`src/rtl/sv_packet_rx_if.sv`:
```
// Packet word input and show-ahead output handshake bundle for sv_packet_rx.
// The slave modport is the receiver's view. The master modport is the sender/consumer view.
interface sv_packet_rx_if;
    logic [13:0] packet_in;
    logic [7:0]  data_out;
    logic [3:0]  dest_out;
    logic        out_valid;
    logic        out_ready;

    modport slave (
        input  packet_in,
        input  out_ready,
        output data_out,
        output dest_out,
        output out_valid
    );

    modport master (
        output packet_in,
        output out_ready,
        input  data_out,
        input  dest_out,
        input  out_valid
    );
endinterface

```
`src/rtl/sv_packet_rx.sv`:
```
// Packet receiver: filters words addressed to MY_ADDR or broadcast into a show-ahead FIFO.
// Optional statistics counters are enabled by defining SV_PACKET_RX_STATS_EN.
module sv_packet_rx #(
    parameter int unsigned DEPTH   = 4,
    parameter logic [3:0]  MY_ADDR = 4'h0,
    parameter int unsigned CNT_W   = 8
) (
    input  logic                     clk,
    input  logic                     rst_n,
    sv_packet_rx_if.slave            pkt,
    output logic [$clog2(DEPTH):0]   fifo_count,
    output logic                     overflow
`ifdef SV_PACKET_RX_STATS_EN
    ,
    output logic [CNT_W-1:0]         acc_cnt,
    output logic [CNT_W-1:0]         drop_cnt,
    output logic [CNT_W-1:0]         filt_cnt
`endif
);

    localparam int unsigned AW       = $clog2(DEPTH);
    localparam logic [AW:0] FULL_CNT = (AW+1)'(DEPTH);

    logic [11:0]   mem [DEPTH];
    logic [AW-1:0] wr_ptr;
    logic [AW-1:0] rd_ptr;
    logic [11:0]   head;
    logic          in_valid;
    logic [3:0]    in_dest;
    logic          addr_hit;
    logic          match;
    logic          pop;
    logic          push;

    always_comb begin
        in_valid = pkt.packet_in[12];
        in_dest  = pkt.packet_in[11:8];
        addr_hit = (in_dest == MY_ADDR) || (in_dest == 4'hF);
        match    = in_valid & addr_hit;
        // Qualify with rst_n so no handshake can complete on a reset edge
        pkt.out_valid = rst_n & (fifo_count != '0);
        pop      = pkt.out_valid & pkt.out_ready;
        push     = match & ((fifo_count < FULL_CNT) | pop);
        head     = mem[rd_ptr];
        pkt.data_out = pkt.out_valid ? head[7:0]  : '0;
        pkt.dest_out = pkt.out_valid ? head[11:8] : '0;
    end

    always_ff @(posedge clk) begin
        if (push) begin
            mem[wr_ptr] <= {in_dest, pkt.packet_in[7:0]};
        end
    end

    always_ff @(posedge clk) begin
        if (!rst_n) begin
            wr_ptr     <= '0;
            rd_ptr     <= '0;
            fifo_count <= '0;
            overflow   <= 1'b0;
        end else begin
            if (push) wr_ptr <= wr_ptr + AW'(1);
            if (pop)  rd_ptr <= rd_ptr + AW'(1);
            case ({push, pop})
                2'b10:   fifo_count <= fifo_count + (AW+1)'(1);
                2'b01:   fifo_count <= fifo_count - (AW+1)'(1);
                default: fifo_count <= fifo_count;
            endcase
            if (match && !push) overflow <= 1'b1;
        end
    end

`ifdef SV_PACKET_RX_STATS_EN
    always_ff @(posedge clk) begin
        if (!rst_n) begin
            acc_cnt  <= '0;
            drop_cnt <= '0;
            filt_cnt <= '0;
        end else begin
            if (push && acc_cnt != '1)               acc_cnt  <= acc_cnt + CNT_W'(1);
            if (match && !push && drop_cnt != '1)    drop_cnt <= drop_cnt + CNT_W'(1);
            if (in_valid && !addr_hit && filt_cnt != '1) filt_cnt <= filt_cnt + CNT_W'(1);
        end
    end
`endif

endmodule

```
`src/flat_wrapper.sv`:
```
// flat-port wrapper written by rule: the top's interface ports become plain ports
module sv_packet_rx_flat 
#(
    parameter int unsigned DEPTH   = 4,
    parameter logic [3:0]  MY_ADDR = 4'h0,
    parameter int unsigned CNT_W   = 8
)
  (clk, rst_n, fifo_count, overflow, pkt_packet_in, pkt_out_ready, pkt_data_out, pkt_dest_out, pkt_out_valid);
  sv_packet_rx_if pkt_i ();
  input  logic clk;
  input  logic rst_n;
  output logic [$clog2(DEPTH):0] fifo_count;
  output logic overflow;
  input wire logic [$bits(pkt_i.packet_in)-1:0] pkt_packet_in;
  input wire logic [$bits(pkt_i.out_ready)-1:0] pkt_out_ready;
  output wire logic [$bits(pkt_i.data_out)-1:0] pkt_data_out;
  output wire logic [$bits(pkt_i.dest_out)-1:0] pkt_dest_out;
  output wire logic [$bits(pkt_i.out_valid)-1:0] pkt_out_valid;
  assign pkt_i.packet_in = pkt_packet_in;
  assign pkt_i.out_ready = pkt_out_ready;
  assign pkt_data_out = pkt_i.data_out;
  assign pkt_dest_out = pkt_i.dest_out;
  assign pkt_out_valid = pkt_i.out_valid;
  sv_packet_rx #(.DEPTH(DEPTH), .MY_ADDR(MY_ADDR), .CNT_W(CNT_W)) u_core (.clk(clk), .rst_n(rst_n), .pkt(pkt_i), .fifo_count(fifo_count), .overflow(overflow));
endmodule
```
`config.mk`:
```
export PLATFORM = sky130hd
export DESIGN_NAME = sv_packet_rx_flat
export DESIGN_NICKNAME = d
export VERILOG_FILES = /design/src/rtl/sv_packet_rx_if.sv /design/src/rtl/sv_packet_rx.sv /design/src/flat_wrapper.sv
export SDC_FILE = /design/constraint.sdc
export NUM_CORES = 1
export LEC_CHECK = 0
export ABC_AREA = 1
export CAP_MARGIN = 20
export CORE_MARGIN = 3
export CORE_UTILIZATION = 40
export DETAILED_ROUTE_END_ITERATION = 16
export PLACE_DENSITY_LB_ADDON = 0.05
export SYNTH_ARGS = -nofsm -noshare
export SYNTH_HDL_FRONTEND = slang
export SYNTH_SLANG_ARGS = --single-unit
```
`constraint.sdc`:
```
create_clock -name clk -period 2.4 [get_ports clk]
set_input_delay 0.24 -clock clk [delete_from_list [all_inputs] [get_ports clk]]
set_output_delay 0.24 -clock clk [all_outputs]
set_load 0.01 [all_outputs]
```
; Word level (Yosys, flattened, before mapping)
; Memories as Yosys holds them, arrays and structs flattened. A register that Yosys moved wholly into a read port is not among the register bits.
; Index checks and enable logic that the tools add are counted.
; W data, S select, Z words.
[classes]
n_addsub = 4
n_lt_le_gt_ge = 1
n_eq_ne = 3
n_mux = 7
n_bitwise = 5
n_reduce_logical = 6
[ops]
columns = op, n
row1 = $mux W8, 1
row2 = $pmux W3 S2, 1
row3 = $add A2 B1 Y2 const B, 2
row4 = $and A1 B1 Y1, 4
row5 = $eq A4 B4 Y1 const B, 1
row6 = $logic_not A4 Y1, 1
row7 = $mux W2, 2
row8 = $mux W4, 1
row9 = $add A3 B1 Y3 const B, 1
row10 = $lt A3 B3 Y1 const B, 1
row11 = $reduce_bool A3 Y1, 1
row12 = $sub A3 B1 Y3 const B, 1
row13 = $eq A2 B1 Y1 const B, 1
row14 = $eq A2 B2 Y1 const B, 1
row15 = $mux W1, 2
row16 = $reduce_bool A2 Y1, 1
row17 = $logic_and A1 B1 Y1, 1
row18 = $logic_not A1 Y1, 1
row19 = $logic_or A1 B1 Y1, 1
row20 = $or A1 B1 Y1, 1
[totals]
reg_bits = 8
ramBits = 48
inputBits = 17
out_inout_bits = 17
wordCells = 31
mem_count = 1
[mem_list]
columns = name, depth, width, rd, rd_ports_with_merged_regs, wr, line_no
row1 = u_core.mem, 4, 12, 1, 1, 1, sv_packet_rx.sv:24  ; logic [11:0] mem [DEPTH];

; Logic depth before layout (Yosys ltp)
[depth]
word_depth = 7
ltp_mapped = 13
ltp_nobuf = 13

; Worst setup path after synthesis
; No wires, ideal clock.
[synth_path]
kind = reg2reg
from = register u_core.fifo_count[2]
to = register u_core.fifo_count[2]
setup_time_ns = 0.119
t_arrival_ns = 1.671
required_ns = 2.281
slack_ns = 0.609
path_stages_with_launch = 12
n_path_buf = 0
synth_period_minus_slack_ns = 1.791
cell_sequence = dfxtp_1 -> inv_1 -> nand2_1 -> nand3_1 -> inv_1 -> ha_1 -> inv_1 -> fa_1 -> nand2_1 -> nand3_1 -> o21ai_0 -> a21oi_1
[synth_via]
elab_chain_len = 7
word_cells_on_any_way = 12
classes_between = add/sub (2) / order compare (1) / eq/ne (2) / mux (1) / bitwise (4) / reduce/logical (2)
[synth_lines]
columns = element, line_no
row1 = start: declaration, sv_packet_rx.sv:11  ; output logic [$clog2(DEPTH):0] fifo_count,
row2 = start signal: assignment, sv_packet_rx.sv:65  ; 2'b10: fifo_count <= fifo_count + (AW+1)'(1);
row3 = start signal: assignment, sv_packet_rx.sv:66  ; 2'b01: fifo_count <= fifo_count - (AW+1)'(1);
row4 = start signal: assignment, sv_packet_rx.sv:67  ; default: fifo_count <= fifo_count;
row5 = $reduce_bool A3 Y1 *, sv_packet_rx.sv:41  ; pkt.out_valid = rst_n & (fifo_count != '0);
row6 = $and A1 B1 Y1 *, sv_packet_rx.sv:41
row7 = $and A1 B1 Y1 *, sv_packet_rx.sv:42  ; pop = pkt.out_valid & pkt.out_ready;
row8 = net u_core.pop, sv_packet_rx.sv:32  ; logic pop;
row9 = $or A1 B1 Y1, sv_packet_rx.sv:43  ; push = match & ((fifo_count < FULL_CNT) | pop);
row10 = $and A1 B1 Y1, sv_packet_rx.sv:43
row11 = $eq A2 B1 Y1 / $eq A2 B2 Y1 (equally long branches), sv_packet_rx.sv:64  ; case ({push, pop})
row12 = $pmux W3 S2 / $reduce_bool A2 Y1 (equally long branches), --
; Mark *: on every way through the listed nets, which the timed path passes. The rest lies on a longest branch.
; A chain may end at the register's enable or synchronous reset.

; Final worst setup path
[layout_path]
from = input rst_n
to = output pkt_dest_out[2]
[layout_via]
elab_chain_len = 2
[layout_lines]
columns = element, line_no
row1 = start: declaration, flat_wrapper.sv:11  ; input logic rst_n;
row2 = $and A1 B1 Y1, sv_packet_rx.sv:41
row3 = $mux W4, sv_packet_rx.sv:46  ; pkt.dest_out = pkt.out_valid ? head[11:8] : '0;
row4 = end: declaration, flat_wrapper.sv:17  ; output wire logic [$bits(pkt_i.dest_out)-1:0] pkt_dest_out;
; No other way between the ends.

==> results.cfg <==
[clock_network]
cts_tree = done
cts_root_buf = clkbuf_8
numCtsBuffers = 9
clock_latency_ps = 320
cts_hold_buffers = 0
ctsHtreeMaxLevel = 3
path_clk_slew_ps = 60
clkSinkCount = 58
clock_path_buffers = 2

[synthesis]
synth_area_sq_um = 2437
yosys_warnings = 0
synth_fp_nets = 248
ys_types = 19
synthCells = 225
yosysSeqAreaShare = 0.6735
postSynthAreaPerCell_sq_um = 10.83
ys_ff_latch = 58

[sta]
slew_violations = 0
finClkSkew_ps = 6.418
setup_viol = 0
fin_setup_tns_ps = 0
period_needed_ps = 2181
slew_headroom = 0.6848
rsz0062_at_grt = no
finalCritPeriodShare = 0.9089
max_freq_ghz = 0.4585
hold_violations = 0
worst_pin_slew_ps = 472.3

[floorplan]
dieArea_sq_um = 7066
die_h_microns = 84.06
core_sq_um = 5709
io_pins = 34
die_w_microns = 84.06
initial_core_util = 0.4269
placementRows = 27

[layout]
post-route-cell-area_sq_um = 3136
fill_cells = 509
final_common_cell = nor2_1
syn_to_final_growth_pct = 28.64
drive_above_1_share = 0.1196
layout_common_cells = 55 x nor2_1, 48 x edfxtp_1, 32 x clkdlybuf4s50_1
antenna_cells = 0
fin_nets = 295

[placed_design]
io_buffers = 32
place.gp.congestion = 0.6919
placed_area_sq_um = 2904
dp_hpwl_microns = 2894

[route]
drc_errors = 0
routed_via_density = 4.644
drt_first_pass_iters = 4
drt-total-wl_microns = 4645
num_vias = 1616
post_drt_wl_per_cell_microns = 13.35
first_iter_violations = 62
drtAntennaViolNets = 0

[power]
power.density_nw_per_um2 = 739.8
vdd_ir_drop_max_mv = 0.4224
power.leakage_nw = 1.166

[worst_hold_path]
hold_class = reg2reg

[worst_setup_path]
worstPathArrival_ps = 1940
max_stage_delay_ps = 560
critPathRequiredTime_ps = 2160
cp-start-kind = primary input
crit_chain = clkdlybuf4s50_1 -> buf_4 -> nand2_1 -> buf_4 -> a21oi_1 -> clkdlybuf4s50_1
critical_path.max_fanout = 13
setup.worst_path.class = in2out
crit_buf_inv = 4
critPathCaptureType = output pin
cpLargestDelayFamily = buffers and inverters
slowest_stage = clkdlybuf4s50_1

[run_status]
status = finished, final reports clean

[global_route]
grt.overflow.total = 0
track_usage = 0.1444
grt_pass1_wl_microns = 7728
grt_pass1_vias = 1645
grt_max_degree = 25
antenna_found_initial = 0

[job]
max_cap_viol_count = 0
-- layer usage --
| layer | part of all wire | global-route usage | vias to the layer above |
|---|---|---|---|
| li1 | - | - | 843 |
| met1 | 0.43 | 0.1612 | 736 |
| met2 | 0.51 | 0.2511 | 30 |
| met3 | 0.046 | 0.04640 | 7 |
| met4 | 0.013 | 0.06140 | 0 |
| met5 | 0 | 0 | - |
-- cells in the mapped netlist --
master,count,area [sq um]
xor2_1,1,8.760
nand2_1,17,63.81
clkbuf_1,5,18.77
nor2_2,2,12.51
dfxtp_1,10,200.2
nand3_1,2,10.01
nor2_1,55,206.5
nand4_1,2,12.51
edfxtp_1,48,1441
buf_2,3,15.01
a21oi_1,19,95.09
nand3_4,1,17.52
inv_1,23,86.33
o21ai_0,27,135.1
nand3b_1,1,7.510
ha_1,5,62.56
o21ai_4,1,16.27
fa_1,1,20.02
inv_2,2,7.510
-- flip-flops by register name (all words and copies together), names as in the netlist, named ones only --
signal             count
u_core.wr_ptr          2
u_core.overflow        1
u_core.rd_ptr          2
u_core.mem            48
u_core.fifo_count      3
-- tightest hold or removal path: cells and delay by family, from the launching register on --
kind | cells | cell delay, ps
DFF | 1 | 310
buffers and inverters | 1 | 50
AOI/OAI and AO/OA | 1 | 50
-- what timing repair did --
action,CTS,global route
hold endpoints to repair,0,0
gates resized for setup,0,1
endpoints found under the setup margin,0,12
buffers inserted,0,0
-- per-stage QoR --
stage	setup WS, ps	cells	power (mW)	hold WS (ps)	util
2_1_floorplan	609.4	225	1.213	338.9	-
3_3_place_gp	155.8	333	1.309	445.5	0.5087
3_5_place_dp	130.6	333	1.310	446.4	0.5087
4_1_cts	32.37	348	2.341	461.6	0.5490
5_1_grt	34.83	348	2.418	489.6	0.5492
6_report	218.7	348	2.320	456.6	0.5492
-- area by class of cell --
| class | count | area [sq um] | share of cell area |
|---|---|---|---|
| clock buffer | 9 | 123.9 | 0.03951 |
| tap | 72 | 90.09 | 0.02873 |
| timing repair buffer | 44 | 410.4 | 0.1309 |
| multi-input combinational | 134 | 668.1 | 0.2131 |
| inverter | 25 | 93.84 | 0.02993 |
| sequential | 58 | 1643 | 0.5239 |
| clock inverter | 6 | 106.4 | 0.03392 |
-- cell families after synthesis --
| kind of cell | Yosys count | share of synthesized area |
|---|---|---|
| compound gates | 47 | 0.1011 |
| xor+xnor | 1 | 0.003594 |
| fa+ha+maj | 6 | 0.03388 |
| buf+inv | 33 | 0.05236 |
| flops | 58 | 0.6735 |
| simple gates | 80 | 0.1355 |
-- worst paths after layout --
path / from / endpoint / slack [ps] / cells after the start
worst max-delay path: rst_n / pkt_dest_out[2] / 220 / 6
worst min-delay path: u_core.overflow / u_core.overflow / 460 / 2
worst max register to register: u_core.fifo_count[2] / u_core.fifo_count[2] / 490 / 11
worst min register to register: u_core.overflow / u_core.overflow / 460 / 2
-- power breakdown --
part / leakage [nW] / switching (mW) / internal (mW)
logic: 0.540 / 0.0913 / 0.0835
registers: 0.514 / 0.0109 / 1.10
clock network: 0.113 / 0.354 / 0.678
total: 1.17 / 0.457 / 1.86
No activity file was read; power rests on OpenSTA's default activity.
==> RTL edit 1: new RTL, config.mk and constraints unchanged <==
`DEPTH` is set to 4 in 2 places; all go to 8.
--- a/src/rtl/sv_packet_rx.sv
+++ b/src/rtl/sv_packet_rx.sv
@@ -1,7 +1,7 @@
 // Packet receiver: filters words addressed to MY_ADDR or broadcast into a show-ahead FIFO.
 // Optional statistics counters are enabled by defining SV_PACKET_RX_STATS_EN.
 module sv_packet_rx #(
-    parameter int unsigned DEPTH   = 4,
+    parameter int unsigned DEPTH   = 8,
     parameter logic [3:0]  MY_ADDR = 4'h0,
     parameter int unsigned CNT_W   = 8
 ) (
--- a/src/flat_wrapper.sv
+++ b/src/flat_wrapper.sv
@@ -1,7 +1,7 @@
 // flat-port wrapper written by rule: the top's interface ports become plain ports
 module sv_packet_rx_flat 
 #(
-    parameter int unsigned DEPTH   = 4,
+    parameter int unsigned DEPTH   = 8,
     parameter logic [3:0]  MY_ADDR = 4'h0,
     parameter int unsigned CNT_W   = 8
 )
Ports: changed (resized fifo_count); port bits go from 34 to 35. The function was not compared with the original's and may differ.
==> RTL edit 1 against the unedited design <==
Synthesized cell count rose by 79%; routed wire length rose by 120%; synthesized area rose by 87%; design area rose by 77%; sequential cell count rose by 52; global-route usage rose by 1.5 points; worst setup slack got worse by 0.062 ns; via count rose by 86%; sequential power rose by 94%; cell count rose by 74%; total power rose by 88%; critical path depth rose by 1; fmax fell by 2.8%; critical path type is now register to output pin; critical endpoint is now pkt_dest_out[0].
==> RTL edit 1: results (changes against the unedited design) <==
- Via/cell ratio: 4.982 (+7.3%)
- Met2 WL: 4956 um (+110%)
- Mapped Nets: 424 (+71%)
- FF+latch count: 110 (+90%)
- Register area: 3171 um2 (+93%)
- Max FO, Critical Path: 20 (+7)
- Worst slack, placed: 0.05040 ns (-0.08017 ns)
- Critical Path Sink: pkt_dest_out[0]
- Initial DRC Count: 156 (+150%)
- Min-delay src: u_core.rd_ptr[1]$_SDFFE_PN0P_
- Synth Area per Inst: 11.36 um2 (+4.9%)
- Post-synth EDFFs: 96 (+100%)
- Fraction of area in multi-input gates: 22.01% (+0.71 points)
- Vias in the first global route: 2975 (+81%)
- CP Class: register to output pin
- Relative slew slack: 66.36% (-2.1 points)
- GRT Util Overall: 15.97% (+1.5 points)
- Largest net degree at the start of global routing: 49 (+96%)
- M1 WL: 4663 um (+140%)
- Period utilisation layout: 93.46% (+2.6 points)
- Largest cells by area after synthesis: edfxtp_1 63%, nor2_1 9.6%, dfxtp_1 6.1%
- First-pass GRT wire length: 15660 um (+100%)
- Routing usage on met2: 26.54% (+1.4 points)
- Post-synth top cells: 117 x nor2_1, 96 x edfxtp_1, 54 x o21ai_0
- Fin cells: 604 (+74%)
- Nets: 481 (+63%)
- Sequential element share of the synthesized area: 69.24% (+1.9 points)
- Hold WS: 0.4921 ns (+0.03553 ns)
- Post-DP HPWL: 6069 um (+110%)
- Clock network area share: 5.127% (-2.2 points)
- Non-clk invs: 16 (-36%)
- Run status: finished clean
## RTL edit 1: cell types whose count changed after synthesis, moves of 10 or more
cell,before,now
a21oi_1,19,5
edfxtp_1,48,96
inv_1,23,13
nor2_1,55,117
o21ai_0,27,54
o21ai_1,0,35
## RTL edit 1: logic make-up after synthesis
family / synth area share (%)
XOR/XNOR: 0.9588
adder cells (fa/ha/maj): 1.369
flip-flops: 69.24
AO/OA/AOI/OAI: 10.63
AND/OR/NAND/NOR: 13.86
buffers and inverters: 3.944
## RTL edit 1: where the power goes
part | switching (mW) | internal (mW) | total, mW
clock | 0.688 | 0.719 | 1.41
sequential | 0.0371 | 2.11 | 2.15
combinational | 0.456 | 0.357 | 0.814
total | 1.18 | 3.19 | 4.37
## RTL edit 1: what timing repair did
action,4_1_cts,5_1_grt
setup endpoints to repair,1,12
resized for setup,1,14
hold endpoints to repair,0,0
buffers inserted,0,0
cloned,0,1
pin swaps,0,1
==> RTL edit 2: new RTL, config.mk and constraints unchanged <==
Without the edit above. Register the output `fifo_count` once more, with the module's reset; this adds one clock of latency there. The other outputs are not delayed to match.
--- a/src/rtl/sv_packet_rx.sv
+++ b/src/rtl/sv_packet_rx.sv
@@ -21,6 +21,8 @@
     localparam int unsigned AW       = $clog2(DEPTH);
     localparam logic [AW:0] FULL_CNT = (AW+1)'(DEPTH);
 
+    logic [$clog2(DEPTH):0] fifo_count_s0;
+
     logic [11:0]   mem [DEPTH];
     logic [AW-1:0] wr_ptr;
     logic [AW-1:0] rd_ptr;
@@ -38,9 +40,9 @@
         addr_hit = (in_dest == MY_ADDR) || (in_dest == 4'hF);
         match    = in_valid & addr_hit;
         // Qualify with rst_n so no handshake can complete on a reset edge
-        pkt.out_valid = rst_n & (fifo_count != '0);
+        pkt.out_valid = rst_n & (fifo_count_s0 != '0);
         pop      = pkt.out_valid & pkt.out_ready;
-        push     = match & ((fifo_count < FULL_CNT) | pop);
+        push     = match & ((fifo_count_s0 < FULL_CNT) | pop);
         head     = mem[rd_ptr];
         pkt.data_out = pkt.out_valid ? head[7:0]  : '0;
         pkt.dest_out = pkt.out_valid ? head[11:8] : '0;
@@ -56,15 +58,15 @@
         if (!rst_n) begin
             wr_ptr     <= '0;
             rd_ptr     <= '0;
-            fifo_count <= '0;
+            fifo_count_s0 <= '0;
             overflow   <= 1'b0;
         end else begin
             if (push) wr_ptr <= wr_ptr + AW'(1);
             if (pop)  rd_ptr <= rd_ptr + AW'(1);
             case ({push, pop})
-                2'b10:   fifo_count <= fifo_count + (AW+1)'(1);
-                2'b01:   fifo_count <= fifo_count - (AW+1)'(1);
-                default: fifo_count <= fifo_count;
+                2'b10:   fifo_count_s0 <= fifo_count_s0 + (AW+1)'(1);
+                2'b01:   fifo_count_s0 <= fifo_count_s0 - (AW+1)'(1);
+                default: fifo_count_s0 <= fifo_count_s0;
             endcase
             if (match && !push) overflow <= 1'b1;
         end
@@ -84,5 +86,13 @@
     end
 `endif
 
+    always_ff @(posedge clk) begin
+        if (!rst_n) begin
+            fifo_count <= '0;
+        end else begin
+            fifo_count <= fifo_count_s0;
+        end
+    end
+
 endmodule
 
Formal check against the unedited RTL: not equivalent (a bounded check fails within 4 cycles, from zero or initial values and one cycle with rst_n low).
==> RTL edit 2 against the unedited design <==
Design area up 2.2%; synthesized cell count grew 3.6%; worst setup slack worse by 0.054 ns; worst hold slack improved by 0.0055 ns; synthesized area increased by 4.0%; count of clock-buffer cells in the layout is 1 higher; sequential cell count increased by 3; combinational power up 6%; total power down 1.8%; global-route usage about the same; die area up 3.7%; routed wire length grew 4.2%; core utilization decreased by 1.7 points; highest routed layer unchanged.
==> RTL edit 2: results (changes against the unedited design) <==
- Post-synth top cells: 59 x nor2_1, 48 x edfxtp_1, 27 x o21ai_0
- Post-DP HPWL: 3070 um (+6.1%)
- Via/cell ratio: 4.719 (+1.6%)
- Vias in the first global route: 1639 (-0.36%)
- Nets: 302 (+2.4%)
- Yosys cell types: 23 (+4)
- Worst R2R Setup Slack: 0.46 ns (-0.03 ns)
- Max IR drop VDD: 0.3796 mV (-10%)
- Run status: finished clean
- R2r endpoint: u_core.fifo_count_s0[2]$_SDFFE_PN0P_
- DR WL/cell: 13.48 um (+0.96%)
- GRT Util Overall: 14.40% (-0.038 points)
- Gpl congestion: 0.7022 (+1.5%)
- Final Skew: 0.01038 ns (+0.003964 ns)
- Net Sw Frac: 20.36% (+0.68 points)
- Mapped Nets: 256 (+3.2%)
- First-pass GRT wire length: 7907 um (+2.3%)
- Relative slew slack: 67.40% (-1.1 points)
- Largest cells by area after synthesis: edfxtp_1 57%, dfxtp_1 10%, nor2_1 8.7%
- Worst r2r src: u_core.fifo_count_s0[2]$_SDFFE_PN0P_
- Sequential element share of the synthesized area: 67.16% (-0.19 points)
- Initial DRC Count: 88 (+42%)
- # fillers: 547 (+7.5%)
- Buffers on Ports: 32 (unchanged)
- Share of cells above drive strength 1: 11.27% (-0.69 points)
- Max FO, Critical Path: 12 (-1)
- Pleak: 1.216 nW (+4.3%)
RTL edit 2: timing repair:
item,4_1_cts,5_1_grt
hold endpoints to repair,0,0
gates resized for setup,0,1
buffers inserted,0,1
endpoints found under the setup margin,0,4
RTL edit 2: area by class of cell:
class	instances	area, um2	share of cell area (%)
Multi-Input combinational cell	136	673.1	21.01
Tap cell	75	93.84	2.929
Clock buffer	10	127.6	3.983
Clock inverter	6	77.57	2.421
Sequential cell	61	1702	53.10
Inverter	27	107.6	3.358
Timing Repair Buffer	44	422.9	13.20
RTL edit 2: cells by family (layout without fill, tap and decap cells):
| group | Yosys count | in the layout | share of synthesized area (%) |
|---|---|---|---|
| fa+ha+maj | 6 | 6 | 3.259 |
| buf+inv | 36 | 87 | 6.272 |
| simple gates | 84 | 84 | 13.63 |
| compound gates | 45 | 45 | 9.333 |
| flops | 61 | 61 | 67.16 |
| xor+xnor | 1 | 1 | 0.3457 |
RTL edit 2: power by group through the flow:
| stage | registers [mW] | logic [mW] | clock network [mW] |
|---|---|---|---|
| after global routing | 1.16 | 0.208 | 1.02 |
| after detailed placement | 1.18 | 0.178 | 0 |
| final | 1.16 | 0.185 | 0.933 |
| after global placement | 1.18 | 0.175 | 0 |
| after CTS | 1.16 | 0.179 | 0.956 |
| after floorplan | 1.18 | 0.0888 | 0 |
RTL edit 2: through the flow:
step	std cells	instance area, um2	setup slack, ns
floorplan	233	2534	0.6626
finish	359	3204	0.1643
CTS	358	3181	0.08493
global placement	342	2975	0.09335
detailed placement	342	2975	0.06931
global route	359	3204	0.03511
RTL edit 2: worst min-delay path by stage:
| stage | startpoint | end | slack (ns) | depth (start not counted) |
|---|---|---|---|---|
| after global routing | u_core.overflow$_SDFFE_PN0P_ | u_core.overflow$_SDFFE_PN0P_ | 0.48 | 2 |
| final | u_core.overflow$_SDFFE_PN0P_ | u_core.overflow$_SDFFE_PN0P_ | 0.46 | 2 |
| after global placement | u_core.overflow$_SDFFE_PN0P_ | u_core.overflow$_SDFFE_PN0P_ | 0.44 | 2 |
| after detailed placement | u_core.overflow$_SDFFE_PN0P_ | u_core.overflow$_SDFFE_PN0P_ | 0.45 | 2 |
| after floorplan | pkt_packet_in[0] | u_core.mem[0][0]$_DFFE_PP_ | 0.34 | 0 |
| after CTS | u_core.overflow$_SDFFE_PN0P_ | u_core.overflow$_SDFFE_PN0P_ | 0.46 | 2 |
RTL edit 2: per-layer routing:
layer | vias to the layer above | GRT usage (%) | share of wire (%)
li1 | 868 | - | -
met1 | 795 | 18.25 | 46
met2 | 27 | 23.66 | 50
met3 | 4 | 3.458 | 3.1
met4 | 0 | 6.043 | 0.79
met5 | - | 0 | 0
